[src/rtl/rnd_pkg.sv]
// Shared definitions for the 17-bit rnd generator and the checker that tracks it.
// Holds the sample/state widths, the feedback taps and the checker FSM state type.
package rnd_pkg;

    localparam int N_BITS     = 16;
    localparam int STATE_BITS = 17;

    localparam int TAP_A = 16;
    localparam int TAP_B = 15;
    localparam int TAP_C = 13;
    localparam int TAP_D = 4;

    typedef enum logic [1:0] {
        IDLE   = 2'd0,
        SEED   = 2'd1,
        LOCKED = 2'd2
    } state_t;

    // The one generator bit that never appears in a sample (bit 16) shows up
    // as the top bit of the following sample, so two samples pin down the state.
    function automatic logic [STATE_BITS-1:0] seed_state(
        input logic [N_BITS-1:0] s1,
        input logic [N_BITS-1:0] seed
    );
        return {s1[N_BITS-1], seed};
    endfunction

endpackage

[src/rtl/rnd_step.sv]
// One combinational advance of the 17-bit rnd generator state.
module rnd_step
    import rnd_pkg::*;
(
    input  logic [STATE_BITS-1:0] i_state,
    output logic [STATE_BITS-1:0] o_state
);

    logic w_feedback;

    assign w_feedback = i_state[TAP_A] ^ i_state[TAP_B] ^ i_state[TAP_C] ^ i_state[TAP_D];
    assign o_state    = {w_feedback, i_state[STATE_BITS-1:1]};

endmodule

[src/rtl/rnd_check.sv]
// Locks onto the rnd generator from two observed samples, then predicts and checks
// every following sample, dropping lock after LOSS_THRESH consecutive mismatches.
module rnd_check
    import rnd_pkg::*;
#(
    parameter int LOSS_THRESH = 4
) (
    input  logic              clk,
    input  logic              rst_n,
    input  logic              valid,
    input  logic [N_BITS-1:0] sample,
    input  logic              clear,
    output logic              locked,
    output logic              err,
    output logic [15:0]       err_count,
    output logic [31:0]       check_count
);

    // The miss counter only ever holds 0..LOSS_THRESH-1; reaching the threshold drops lock.
    localparam int            MW        = (LOSS_THRESH < 2) ? 1 : $clog2(LOSS_THRESH);
    localparam logic [MW-1:0] MISS_LAST = MW'(LOSS_THRESH - 1);

    state_t                r_state;
    state_t                w_state_next;
    logic [N_BITS-1:0]     r_seed;
    logic [N_BITS-1:0]     w_seed_next;
    logic [STATE_BITS-1:0] r_pred;
    logic [STATE_BITS-1:0] w_pred_next;
    logic [MW-1:0]         r_miss;
    logic [MW-1:0]         w_miss_next;
    logic                  r_locked;
    logic                  w_locked_next;
    logic                  r_err;
    logic                  w_err_next;
    logic                  w_compare;
    logic                  w_mismatch;
    logic [15:0]           r_err_count;
    logic [15:0]           w_err_base;
    logic [15:0]           w_err_count_next;
    logic [31:0]           r_check_count;
    logic [31:0]           w_check_base;
    logic [31:0]           w_check_count_next;
    logic [STATE_BITS-1:0] w_step_in;
    logic [STATE_BITS-1:0] w_step_one;
    logic [STATE_BITS-1:0] w_step_two;

    // The two steppers are chained: in SEED they double-step the reconstructed
    // state, otherwise the first one alone advances the running predictor.
    assign w_step_in = (r_state == SEED) ? seed_state(sample, r_seed) : r_pred;

    rnd_step u_step_one (
        .i_state (w_step_in),
        .o_state (w_step_one)
    );

    rnd_step u_step_two (
        .i_state (w_step_one),
        .o_state (w_step_two)
    );

    always_comb begin
        w_state_next  = r_state;
        w_seed_next   = r_seed;
        w_pred_next   = r_pred;
        w_miss_next   = r_miss;
        w_locked_next = r_locked;
        w_err_next    = 1'b0;
        w_compare     = 1'b0;
        w_mismatch    = 1'b0;
        if (valid) begin
            case (r_state)
                IDLE: begin
                    w_seed_next  = sample;
                    w_state_next = SEED;
                end
                SEED: begin
                    w_pred_next   = w_step_two;
                    w_locked_next = 1'b1;
                    w_state_next  = LOCKED;
                end
                LOCKED: begin
                    w_compare   = 1'b1;
                    w_pred_next = w_step_one;
                    if (sample != r_pred[N_BITS-1:0]) begin
                        w_mismatch = 1'b1;
                        w_err_next = 1'b1;
                        if (r_miss == MISS_LAST) begin
                            w_state_next  = IDLE;
                            w_locked_next = 1'b0;
                            w_miss_next   = '0;
                        end else begin
                            w_miss_next = r_miss + 1'b1;
                        end
                    end else begin
                        w_miss_next = '0;
                    end
                end
                default: begin
                    w_state_next  = IDLE;
                    w_locked_next = 1'b0;
                end
            endcase
        end
    end

    // clear zeroes the totals before this cycle's own increment is added on top.
    assign w_err_base         = clear ? '0 : r_err_count;
    assign w_check_base       = clear ? '0 : r_check_count;
    assign w_err_count_next   = (w_mismatch && (w_err_base != '1)) ? w_err_base + 16'd1 : w_err_base;
    assign w_check_count_next = (w_compare && (w_check_base != '1)) ? w_check_base + 32'd1 : w_check_base;

    always_ff @(posedge clk or negedge rst_n) begin
        if (!rst_n) begin
            r_state <= IDLE;
        end else begin
            r_state <= w_state_next;
        end
    end

    always_ff @(posedge clk or negedge rst_n) begin
        if (!rst_n) begin
            r_seed        <= '0;
            r_pred        <= '0;
            r_miss        <= '0;
            r_locked      <= 1'b0;
            r_err         <= 1'b0;
            r_err_count   <= '0;
            r_check_count <= '0;
        end else begin
            r_seed        <= w_seed_next;
            r_pred        <= w_pred_next;
            r_miss        <= w_miss_next;
            r_locked      <= w_locked_next;
            r_err         <= w_err_next;
            r_err_count   <= w_err_count_next;
            r_check_count <= w_check_count_next;
        end
    end

    assign locked      = r_locked;
    assign err         = r_err;
    assign err_count   = r_err_count;
    assign check_count = r_check_count;

endmodule
[config.mk]
export PLATFORM = sky130hd
export DESIGN_NAME = rnd_check
export DESIGN_NICKNAME = d
export VERILOG_FILES = /design/src/rtl/rnd_pkg.sv /design/src/rtl/rnd_step.sv /design/src/rtl/rnd_check.sv
export SDC_FILE = /design/constraint.sdc
export NUM_CORES = 1
export LEC_CHECK = 0
export CAP_MARGIN = 20
export CELL_PAD_IN_SITES_DETAIL_PLACEMENT = 0
export CELL_PAD_IN_SITES_GLOBAL_PLACEMENT = 2
export CORE_AREA = 2 2 94 186
export CTS_CLUSTER_DIAMETER = 200
export DETAILED_ROUTE_END_ITERATION = 10
export DIE_AREA = 0 0 96 188
export MAX_ROUTING_LAYER = met4
export PLACE_DENSITY_LB_ADDON = 0.1
export SYNTH_ARGS = -nofsm -noshare
export SYNTH_HDL_FRONTEND = slang
export SYNTH_HIERARCHICAL = 1
export SYNTH_SLANG_ARGS = --single-unit
[constraint.sdc]
create_clock -name clk -period 2.8 [get_ports clk]
set_input_delay 0.7 -clock clk [delete_from_list [all_inputs] [get_ports clk]]
set_output_delay 0.7 -clock clk [all_outputs]
set_load 0.01 [all_outputs]
==> results.txt <==
Clk_skew: 14.3 ps
Maxcap violations: 0
Vias in the first global route: 4039
Sw power: 1.63 mW
CTS tree: done
Synth Cell Area: 0.00517 sq mm
Combinational Power Share: 37.3%
Power Density: 779 mW/mm^2
Reg clk slew, reported paths: 70 ps
H-tree Lvls: 3
Synth Instances: 508
Share of layout cells above drive strength 1: 18.5%
Crit path max-delay family: simple AND/OR/NAND/NOR gates
Int Power: 3.35 mW
Unrepaired setup endpoints after global routing: false
Fmax: 0.404 GHz
Die width: 96 microns
Remaining Overflow, GRT: 0
CTS Hold Bufs: 0
CP Data Required Time: 3030 ps
CP max stage cell: nor4b_1
DRT Pass-1 Iters: 4
Peak supply drop: 613 uV
Core Box Area: 0.0167 sq mm
Drt wl/cell: 17.6 microns
DR DRC count: 0
Design area: 0.00639 sq mm
Final HPWL DP: 10.3 mm
Max incr delay on CP: 430 ps
# nets final: 590
Core Util, Final: 38.3%
Leakage: 2.55 nW
Syn Nets: 535
Worst-margin pin slew: 517 ps
Setup TNS: 0 ps
Chip height: 188 microns
Initial DRC Count: 189
Final hold vios: 0
IO Port Bufs: 69
GP Congestion: 0.798
First-pass GRT wire length: 22.1 mm
Number of antenna violations at the first check in global routing: 0
Via count: 3902
CP Data Arrival Time: 2710 ps
Largest net degree at the start of global routing: 42
Synthesized area per cell: 10.2 sq um
CTS root buf: clkbuf_16
Sequential share of power: 34.5%
Critical Setup Path Class: in2reg
Vias per inst: 5.03
Critical Path Sink Type: flop
Max transition margin: 65.6%
Clock Tree Buf Depth: 2
Max Transition Viols Final: 0
Run status: finished clean
# resized after CTS: 0
Crit-path cells: buf_2, nor2b_1, ha_1, and3_1, nand3_1, nor3_4, nor4b_1, buf_4, mux2_1
TritonCTS buffer count: 9
Net Sw Frac: 32.8%
Synth-to-Final Area Change: 23.7%
Final antenna diode count: 0
Post-layout minimum cycle time: 2480 ps
Power Total: 4.98 mW
Area after DPL: 0.00605 sq mm
Row cnt: 67
GRT Total Usage: 16.5%
Clock share of power: 28.2%
Crit path max fanout: 9
I/O pin count: 70
Sink Count: 86
DRT antenna net count: 0
Final setup vio count: 0
Final worst-path cycle share: 88.4%
Worst skew pair latency: 350 ps
Worst min path class: in2async
Detailed-route wire length: 13.6 mm
Buf/Inv on CP: 2
Starting density of the core: 31.0%
Final Hold Slack: 326 ps
Setup Fix Bufs, Post-CTS: 0
Die area: 0.0180 sq mm
Ys Warns: 6
CP startpoint kind: input port
==> layout by cell type (no fill, tap or decap), types with 4 or more instances in the layout <==
cell and instances:
nor2_1 40, nand2_1 20, and3_1 6, mux2i_1 19, nand3_1 11, clkdlybuf4s50_1 67, dfrtp_1 86, ha_1 6
buf_4 33, nor4_1 5, nor2b_1 13, and2_1 5, or3_1 13, nand2b_1 8, and4b_1 4, xor2_1 4
a21oi_1 35, or4_1 9, o21ai_0 10, a211oi_1 4, o31ai_1 7, and4_1 11, nor3_1 4, inv_1 5
xnor2_1 38, mux2_2 41, clkbuf_16 9, nand4_1 18
==> metal layers <==
layer	share of wire (%)	wire length, microns	global-route usage, %
met2	58	7860	29.9
met5	0	0	-
met4	2.3	309	6.26
met3	2.3	307	2.17
met1	38	5140	17.6
==> cell type report <==
class / instances / area, sq um
fillers: 1665 / 10300
multi-input cells: 358 / 2650
flip-flops and latches: 86 / 2150
repair buffers: 103 / 963
well taps: 207 / 259
clock buffers: 9 / 225
clock inverters: 7 / 120
inverters: 5 / 18.8
==> stage by stage <==
step	worst slack (ps)	std cells
final	325	775
after detailed placement	-30.4	759
after global routing	211	775
after CTS	339	775
after global placement	-57.6	759
after floorplan	20.3	508
==> sequential cells by signal, summed over array words and instances (netlist names) <==
register,flops
err_count,16
r_miss,2
err,1
check_count,32
r_state,2
r_seed,15
locked,1
r_pred,17
==> final timing paths <==
check | from | to | slack (ps) | cells past startpoint
setup / recovery | clear | check_count[15] | 320 | 9
hold / removal | rst_n | check_count[31] | 330 | 1
setup reg to reg | r_state[1] | r_pred[16] | 400 | 9
hold reg to reg | r_seed[13] | r_seed[13] | 500 | 1
max in group asynchronous | rst_n | err_count[3] | 1850 | 2
min in group clk | r_seed[13] | r_seed[13] | 500 | 1
==> power by group through the flow <==
stage / clock [mW] / combinational (mW) / sequential [mW]
after floorplan: 0 / 2.03 / 1.70
after global placement: 0 / 1.89 / 1.74
after detailed placement: 0 / 1.90 / 1.75
after CTS: 1.46 / 1.91 / 1.72
after global routing: 1.51 / 2.05 / 1.76
final: 1.40 / 1.86 / 1.72
No activity file was read; power rests on OpenSTA's default activity.
